File: src/rtl/mem_responder_pkg.sv
// Shared definitions for the memory responder and the control unit:
// FSM encoding, word width, opcodes and the request-rejection rule.
package mem_responder_pkg;

   localparam int WORD_W = 32;

   localparam logic [5:0] OP_ADD = 6'b000001;
   localparam logic [5:0] OP_LW  = 6'b000010;
   localparam logic [5:0] OP_SW  = 6'b000101;

   typedef enum logic [1:0] {
      IDLE = 2'd0,
      WAIT = 2'd1,
      RESP = 2'd2
   } state_t;

   // A request is rejected if it asks for both operations, is not word
   // aligned, or falls at or beyond the end of storage (no wrap-around).
   function automatic logic req_rejected(input logic rd, input logic wr,
                                         input logic [WORD_W-1:0] addr,
                                         input int unsigned depth);
      logic [WORD_W-1:0] limit;
      limit = WORD_W'(depth) << 2;
      return (rd && wr) || (addr[1:0] != 2'b00) || (addr >= limit);
   endfunction

endpackage

File: src/rtl/mem_responder_word_ram.sv
// Word storage: synchronous write, registered read, contents never reset.
module word_ram
   import mem_responder_pkg::*;
#(
   parameter int DEPTH = 64,
   parameter int AW    = 6
) (
   input  logic              clk,
   input  logic              we,
   input  logic              re,
   input  logic [AW-1:0]     addr,
   input  logic [WORD_W-1:0] wdata,
   output logic [WORD_W-1:0] rdata
);

   logic [WORD_W-1:0] mem [DEPTH];

   always_ff @(posedge clk) begin
      if (we) begin
         mem[addr] <= wdata;
      end
      if (re) begin
         rdata <= mem[addr];
      end
   end

endmodule

File: src/rtl/mem_responder.sv
// Fixed-latency memory responder: accepts one request in IDLE, waits
// LATENCY cycles, then pulses MemReady (and MemError on rejection).
module mem_responder
   import mem_responder_pkg::*;
#(
   parameter int DEPTH   = 64,
   parameter int LATENCY = 2
) (
   input  logic              Clk,
   input  logic              Rst_n,
   input  logic              MemRead,
   input  logic              MemWrite,
   input  logic [WORD_W-1:0] Addr,
   input  logic [WORD_W-1:0] WriteData,
   output logic [WORD_W-1:0] ReadData,
   output logic              MemReady,
   output logic              MemError,
   output logic              Busy
);

   localparam int         AW       = $clog2(DEPTH);
   localparam logic [3:0] CNT_LOAD = (LATENCY == 0) ? 4'd0 : 4'(LATENCY - 1);
   localparam logic       NO_WAIT  = (LATENCY == 0);

   state_t            state;
   logic [3:0]        count;
   logic              op_write;
   logic              err_reg;
   logic [AW-1:0]     idx_reg;
   logic [WORD_W-1:0] wdata_reg;
   logic              rd_valid;
   logic              ready_reg;
   logic              error_reg;

   logic              request;
   logic              req_err;
   logic              in_idle;
   logic              enter_resp;
   logic              cur_write;
   logic              cur_err;
   logic [AW-1:0]     cur_idx;
   logic [WORD_W-1:0] cur_wdata;
   logic              ram_we;
   logic              ram_re;
   logic [WORD_W-1:0] ram_q;

   assign request = MemRead | MemWrite;
   assign req_err = req_rejected(MemRead, MemWrite, Addr, DEPTH);
   assign in_idle = (state == IDLE);

   // With zero latency the access happens on the accepting edge, so the
   // storage is fed from the live inputs in IDLE and from the latches later.
   assign enter_resp = in_idle ? (request && NO_WAIT)
                               : ((state == WAIT) && (count == 4'd0));
   assign cur_write  = in_idle ? MemWrite       : op_write;
   assign cur_err    = in_idle ? req_err        : err_reg;
   assign cur_idx    = in_idle ? Addr[AW+1:2]   : idx_reg;
   assign cur_wdata  = in_idle ? WriteData      : wdata_reg;

   assign ram_we = enter_resp && !cur_err && cur_write;
   assign ram_re = enter_resp && !cur_err && !cur_write;

   word_ram #(
      .DEPTH (DEPTH),
      .AW    (AW)
   ) u_ram (
      .clk   (Clk),
      .we    (ram_we),
      .re    (ram_re),
      .addr  (cur_idx),
      .wdata (cur_wdata),
      .rdata (ram_q)
   );

   always_ff @(posedge Clk or negedge Rst_n) begin
      if (!Rst_n) begin
         state     <= IDLE;
         count     <= 4'd0;
         op_write  <= 1'b0;
         err_reg   <= 1'b0;
         idx_reg   <= '0;
         wdata_reg <= '0;
         rd_valid  <= 1'b0;
         ready_reg <= 1'b0;
         error_reg <= 1'b0;
      end else begin
         ready_reg <= enter_resp;
         error_reg <= enter_resp && cur_err;
         if (ram_re) begin
            rd_valid <= 1'b1;
         end
         case (state)
            IDLE: begin
               if (request) begin
                  op_write  <= MemWrite;
                  err_reg   <= req_err;
                  idx_reg   <= Addr[AW+1:2];
                  wdata_reg <= WriteData;
                  count     <= CNT_LOAD;
                  state     <= NO_WAIT ? RESP : WAIT;
               end
            end
            WAIT: begin
               if (count == 4'd0) begin
                  state <= RESP;
               end else begin
                  count <= count - 4'd1;
               end
            end
            RESP:    state <= IDLE;
            default: state <= IDLE;
         endcase
      end
   end

   // The RAM output register has no reset; rd_valid masks it to zero
   // until the first successful read after reset.
   assign ReadData = rd_valid ? ram_q : '0;
   assign MemReady = ready_reg;
   assign MemError = error_reg;
   assign Busy     = (state != IDLE);

endmodule

File: config.mk
export PLATFORM = sky130hd
export DESIGN_NAME = mem_responder
export DESIGN_NICKNAME = d
export VERILOG_FILES = /design/src/rtl/mem_responder_pkg.sv /design/src/rtl/mem_responder_word_ram.sv /design/src/rtl/mem_responder.sv
export SDC_FILE = /design/constraint.sdc
export NUM_CORES = 2
export LEC_CHECK = 0
export BUFFER_PORTS_ARGS = -buffer_cell sky130_fd_sc_hd__buf_2
export CAP_MARGIN = 20
export CORE_ASPECT_RATIO = 1.1
export CORE_MARGIN = 2
export CORE_UTILIZATION = 30
export CTS_BUF_LIST = sky130_fd_sc_hd__clkbuf_16
export CTS_CLUSTER_DIAMETER = 50
export DETAILED_ROUTE_END_ITERATION = 7
export SLEW_MARGIN = 20
export SYNTH_ARGS = -nofsm -noshare
export SYNTH_HDL_FRONTEND = slang
export SYNTH_HIERARCHICAL = 1
export SYNTH_SLANG_ARGS = --single-unit
File: constraint.sdc
create_clock -name Clk -period 5.1 [get_ports Clk]
set_input_delay 1.02 -clock Clk [delete_from_list [all_inputs] [get_ports Clk]]
set_output_delay 1.02 -clock Clk [all_outputs]
set_load 0.02 [all_outputs]
Yosys cells after proc, flatten, opt, wreduce, memory -nomap -nowiden
Memories as Yosys holds them, arrays and structs flattened. A register that Yosys moved wholly into a read port is not among the register bits.
Index checks and enable logic that the tools add are counted.
{ "classes": {"addsub": 1, "multipliers": 0, "div_mod_pow": 0, "magnitude_cmp": 1, "n_eq_ne": 4, "shift": 0, "mux": 14, "bitwise_logic": 1, "n_reduce_logical": 18} }
{ "ops": {"columns": ["cell", "count"], "rows": [
  ["2-to-1 mux 32 bit", 2],
  [">= comparator 32 x 9 -> 1 bit (second input constant)", 1],
  ["2-to-1 mux 4 bit", 2],
  ["one-hot mux 4 bit (2 select lines)", 1],
  ["logical AND 1 bit", 6],
  ["2-to-1 mux 6 bit", 1],
  ["nonzero test 2 bit", 3],
  ["2-to-1 mux 1 bit", 5],
  ["logical NOT 4 bit", 1],
  ["2-to-1 mux 2 bit", 2],
  ["!= test 2 bit (second input constant)", 2],
  ["one-hot mux 2 bit (2 select lines)", 1],
  ["AND reduction 2 bit", 2],
  ["subtractor 4 x 1 -> 4 bit (second input constant)", 1],
  ["AND reduction 3 bit", 1],
  ["== test 2 x 1 -> 1 bit (second input constant)", 1],
  ["logical NOT 1 bit", 2],
  ["logical NOT 2 bit", 1],
  ["logical OR 1 bit", 2],
  ["!= test 2 x 1 -> 1 bit (second input constant)", 1],
  ["bitwise OR 1 bit", 1]
]} }
{ "word_totals": {"regBits": 49, "latch_bits": 0, "ram_bits": 2048, "romBits": 0, "output_inout_bits": 35, "memories": 1} }
{ "mem_list": {"columns": ["memory", "words", "word_bits", "read_ports", "rd_clocked_by_memory_dff", "write_ports", "line_no", "text"], "rows": [
  ["u_ram.mem", 64, 32, 1, 1, 1, "mem_responder_word_ram.sv:16", "logic [WORD_W-1:0] mem [DEPTH];"]
]} }

Logic depth before layout (Yosys ltp)
{ "depth": {"ltp_word": 9, "ltp_mapped": 16} }

By module
Netlist, hierarchy kept.
{ "modules_own_cells": {"columns": ["module", "instances", "cells_per_inst", "area_each_um2", "seq_area_each_um2"], "rows": [
  ["word_ram", 1, 4239, 79248.5, 62459.9],
  ["mem_responder", 1, 299, 2668.8, 1226.2]
]} }

Worst setup path before layout
OpenSTA, ideal clock, no wires.
{ "synth_timing": {"path_type": "input to register", "start": "input Addr[4]", "end": "memory u_ram.mem[11][0] (enable)", "setup_ns": 0.421, "arrival_ns": 4.093, "required_ns": 4.679, "setup_slack_ns": 0.586, "stages": 10, "path_buffers": 6, "path_cell_list": "mux2_2 buf_2 buf_2 buf_2 buf_2 buf_2 buf_2 nor2b_1 nand2_1 nor2_1"} }
{ "synth_between": {"elab_chain_cells": 8} }
{ "synth_rtl": {"columns": ["element", "line_no", "text"], "rows": [
  ["from (decl)", "mem_responder.sv:13", "input logic [WORD_W-1:0] Addr,"],
  [">= comparator 32 x 9 -> 1 bit", "mem_responder_pkg.sv:24", "return (rd && wr) || (addr[1:0] != 2'b00) || (addr >= limit);"],
  ["logical OR 1 bit", "mem_responder_pkg.sv:24", null],
  ["2-to-1 mux 1 bit", "mem_responder.sv:56", "assign cur_err = in_idle ? req_err : err_reg;"],
  ["logical NOT 1 bit", "mem_responder.sv:60", "assign ram_we = enter_resp && !cur_err && cur_write;"],
  ["logical AND 1 bit (2 in series)", "mem_responder.sv:60", null],
  ["2-to-1 mux 1 bit", "mem_responder_word_ram.sv:19", "if (we) begin"],
  ["2-to-1 mux 1 bit (implied by the code)", "mem_responder_word_ram.sv:20", "mem[addr] <= wdata;"],
  ["to (decl)", "mem_responder_word_ram.sv:16", null]
]} }
Parallel ways exist; a longest one is shown, timed or not.

Worst setup path in the final report
{ "layout_timing": {"start": "register state[0]", "end": "memory u_ram.mem[48][18] (enable)"} }
{ "layout_rtl": {"columns": ["element", "line_no", "text"], "rows": [
  ["from (decl)", "mem_responder.sv:25", "state_t state;"],
  ["from (signal assigned)", "mem_responder.sv:100", "state <= NO_WAIT ? RESP : WAIT;"],
  ["logical NOT 2 bit", "mem_responder.sv:49", "assign in_idle = (state == IDLE);"],
  ["2-to-1 mux 6 bit", "mem_responder.sv:57", "assign cur_idx = in_idle ? Addr[AW+1:2] : idx_reg;"],
  ["net cur_idx[3]", "mem_responder.sv:41", "logic [AW-1:0] cur_idx;"]
]} }
The timed path passes the listed nets, and every way through them passes these cells.

==> metrics.yaml <==
drt:
  first_pass_iters: 8
  via_count: 45210
  drt_iter0_markers: 5313
  routed_wl_um: 222300
  wl_per_cell_um: 25.66
  ant_nets: 0
  viasPerCell: 5.218
  drc: 0
cts:
  cts_buffers: 215
  hold_buffers: 0
  ctsResizeCount: 0
  cts.path.max_buffers: 3
  root_buffer: "clkbuf_16"
  post-cts-setup-buffers: 0
  cts_sinks: 2129
  clock_latency_ns: 0.83
  path_clk_slew_ns: 0.06
  cts_htree_levels: 4
  cts_tree: "done"
place:
  numPlacedInstances: 8259
  portBuffers: 102
  dp_hpwl_um: 130800
  pre_cts_ws_ns: 0.6249
  place_congestion: 0.8424
  place_area_um2: 88920
synth:
  synthSimpleGateAreaFrac: 0.03689
  yosys_warnings: 6
  synth_cells: 4538
  synth_xor_xnor_area_share: 0
  synth_cell_type_count: 63
  synth-seq-cells: 2129
  async_reset_ff_frac: 0.02302
  synthMuxAreaShare: 0.08359
  syn_nets: 4608
  synth_top_family_by_area: "compound AO/OA/AOI/OAI gates"
  synth.avg_cell_area_um2: 18.05
  seq_area_frac_synth: 0.7774
  synthAdderAreaFrac: 0.0003055
  synth_ff_type: "edfxtp_1"
  synth-compound-area-share: 0.08434
  syn_area_um2: 81920
  synth_enable_flop_cells: 2080
global_routing:
  grt_pass1_vias: 45110
  antenna_found_initial: 7
  grt_pass1_wl_um: 321200
  grt_overflow_total: 0
  grt_usage: 0.1563
  grt_max_degree: 92
final_layout:
  area_growth_syn_to_layout_pct: 17.22
  largest_reg_flops: 2048
  drive_gt1_frac: 0.2131
  finalInstanceArea_um2: 96030
  fillers: 25400
  stdcell_count: 8664
  fin_nets: 4892
setup_path:
  cp-end-kind: "flop"
  crit_family: "simple AND/OR/NAND/NOR gates"
  cpPeakStageDelay_ns: 0.66
  cp_data_arrival_time_ns: 4.81
  crit_type: "flop to flop"
  cp.buffers_inverters: 3
  path_cells: "nor2_4, buf_4, mux2_2, nor2b_1, nand2_2, buf_4, nor2_4, buf_12"
  startpoint_type: "flop"
  critPathRequiredTime_ns: 5.63
  cpMaxStageDelayCell: "nand2_2"
  path_max_fanout: 24
timing:
  worst_slew_margin_rel: 0.2870
  setup_ws_ns: 0.8211
  max_freq_mhz: 233.7
  slew_viol_final: 0
  min_period_ns: 4.279
  hold_viol_final: 0
  setup_violations: 0
  worst_pin_slew_ns: 1.068
  finClkSkew_ns: 0.03032
  fin_crit_sh: 0.8390
  rsz0062_at_grt: "no"
  setup_tns_ns: 0
die:
  die_height_um: 552.1
  pin_count: 103
  rows: 201
  dieArea_um2: 277300
  design.core.area_um2: 272100
  initial_core_util: 0.3010
  die_x_um: 502.2
status:
  status: "finished clean"
min_path:
  hold_path_class: "primary input to async pin"
power:
  finalPower_mw: 59.21
  p_leak_nw: 31.10
  ir_drop_uv: 512.1
  p_per_area_nw_per_um2: 616.6
flow_run:
  maxCapViolCount: 0
-- power by group --
group / leakage, nW / switching [mW] / total [mW] / internal (mW)
Sequential: 19.4 / 0.116 / 22.8 / 22.7
Clock: 3.59 / 6.59 / 15.6 / 9.02
Combinational: 8.13 / 14.1 / 20.8 / 6.71
Total: 31.1 / 20.8 / 59.2 / 38.4
-- cells in the mapped netlist, types with 10 or more instances --
cell          n  area share
a2111oi_0    16      0.0017
a211oi_1     18      0.0016
a21oi_1     123      0.0075
a221o_1      15      0.0018
a221oi_1    175       0.019
a222oi_1     16      0.0020
a22o_1       67      0.0072
a22oi_1     188       0.017
a31oi_1      43      0.0033
and2_1       38      0.0029
and3_1       85      0.0065
buf_1        33      0.0015
buf_2        91      0.0056
buf_4        10     0.00092
clkbuf_1    173      0.0079
dfrtp_1      49       0.015
edfxtp_1   2080        0.76
mux2_2      179       0.025
mux2i_1     260       0.032
mux4_2       96       0.026
nand2_1     144      0.0066
nand2b_1     20      0.0015
nand3_1      57      0.0035
nor2_1      152      0.0070
nor3_1       25      0.0015
nor4_1       21      0.0016
o21ai_0      85      0.0052
o22a_1       70      0.0075
o22ai_1      93      0.0071
o2bb2ai_1    15      0.0016
or4_1        15      0.0014
or4b_1       14      0.0017
-- per-stage QoR --
step	hold WS, ns	util
CTS	0.2675	0.3527
finish	0.3026	0.3529
global placement	0.4543	0.3268
detailed placement	0.4616	0.3268
floorplan	0.4385	-
global route	0.3100	0.3529
-- kinds of logic after synthesis --
family / after synthesis
AOI/OAI and AO/OA: 943
buffers and inverters: 322
and+or+nand+nor: 601
adders and majority gates: 2
muxes: 541
DFF: 2129
-- metal layers --
metal / track usage / up-vias / wire length [um]
li1: - / 19260 / -
met1: 0.2097 / 23650 / 90280
met5: 0 / - / 0
met4: 0.05410 / 0 / 7393
met2: 0.2581 / 1942 / 109000
met3: 0.02315 / 358 / 15610
-- final cells by class --
cell class	instances	area (um^2)	share of cell area
timing repair buffer	380	3173	0.03304
clock buffer	223	5580	0.05811
antenna	4	10.01	0.0001042
inverter	9	41.29	0.0004300
sequential	2129	63690	0.6632
multi-input combinational	2087	17480	0.1821
clock inverter	178	1478	0.01539
tap	3654	4572	0.04761
-- final timing paths --
check                         startpoint                end  slack, ns  depth (start not counted)
setup / recovery                state[0]  u_ram/mem[48][18]       0.82                          8
hold / removal                     Rst_n           MemReady       0.30                          2
setup reg to reg                state[0]  u_ram/mem[48][18]       0.82                          8
hold reg to reg            wdata_reg[10]      wdata_reg[10]       0.47                          2
max in group asynchronous          Rst_n           rd_valid       4.30                          2
min in group Clk           WriteData[14]      wdata_reg[14]       0.39                          3
-- placed cells by master (no fill, tap or decap), types with 8 or more instances in the layout --
master / instances
edfxtp_1: 2080
mux2i_1: 260
buf_4: 232
clkbuf_16: 223
a22oi_1: 188
a221oi_1: 175
mux2_2: 174
nand2_1: 143
a21oi_1: 123
buf_2: 102
mux4_2: 96
o22ai_1: 93
o21ai_0: 85
and3_1: 85
nor2_1: 82
o22a_1: 70
nor2_4: 68
a22o_1: 67
nand3_1: 56
clkinv_1: 53
dfrtp_1: 48
inv_1: 47
buf_12: 46
a31oi_1: 43
and2_1: 36
clkinv_2: 33
nor3_1: 22
bufinv_16: 22
nor4_1: 21
a211oi_1: 18
nand2b_1: 17
a222oi_1: 16
o2bb2ai_1: 15
a221o_1: 15
or4_1: 15
or4b_1: 14
a2111oi_0: 13
clkinvlp_4: 10
mux2_4: 8
-- worst reg2reg max path, stage by stage, from the launching register on --
cell and delay, ns:
dfrtp_1 0.41, nor2_4 0.26, buf_4 0.40, mux2_2 0.56
nor2b_1 0.49, nand2_2 0.66, buf_4 0.49, nor2_4 0.45
buf_12 0.24
(Power assumes the default switching activity.)
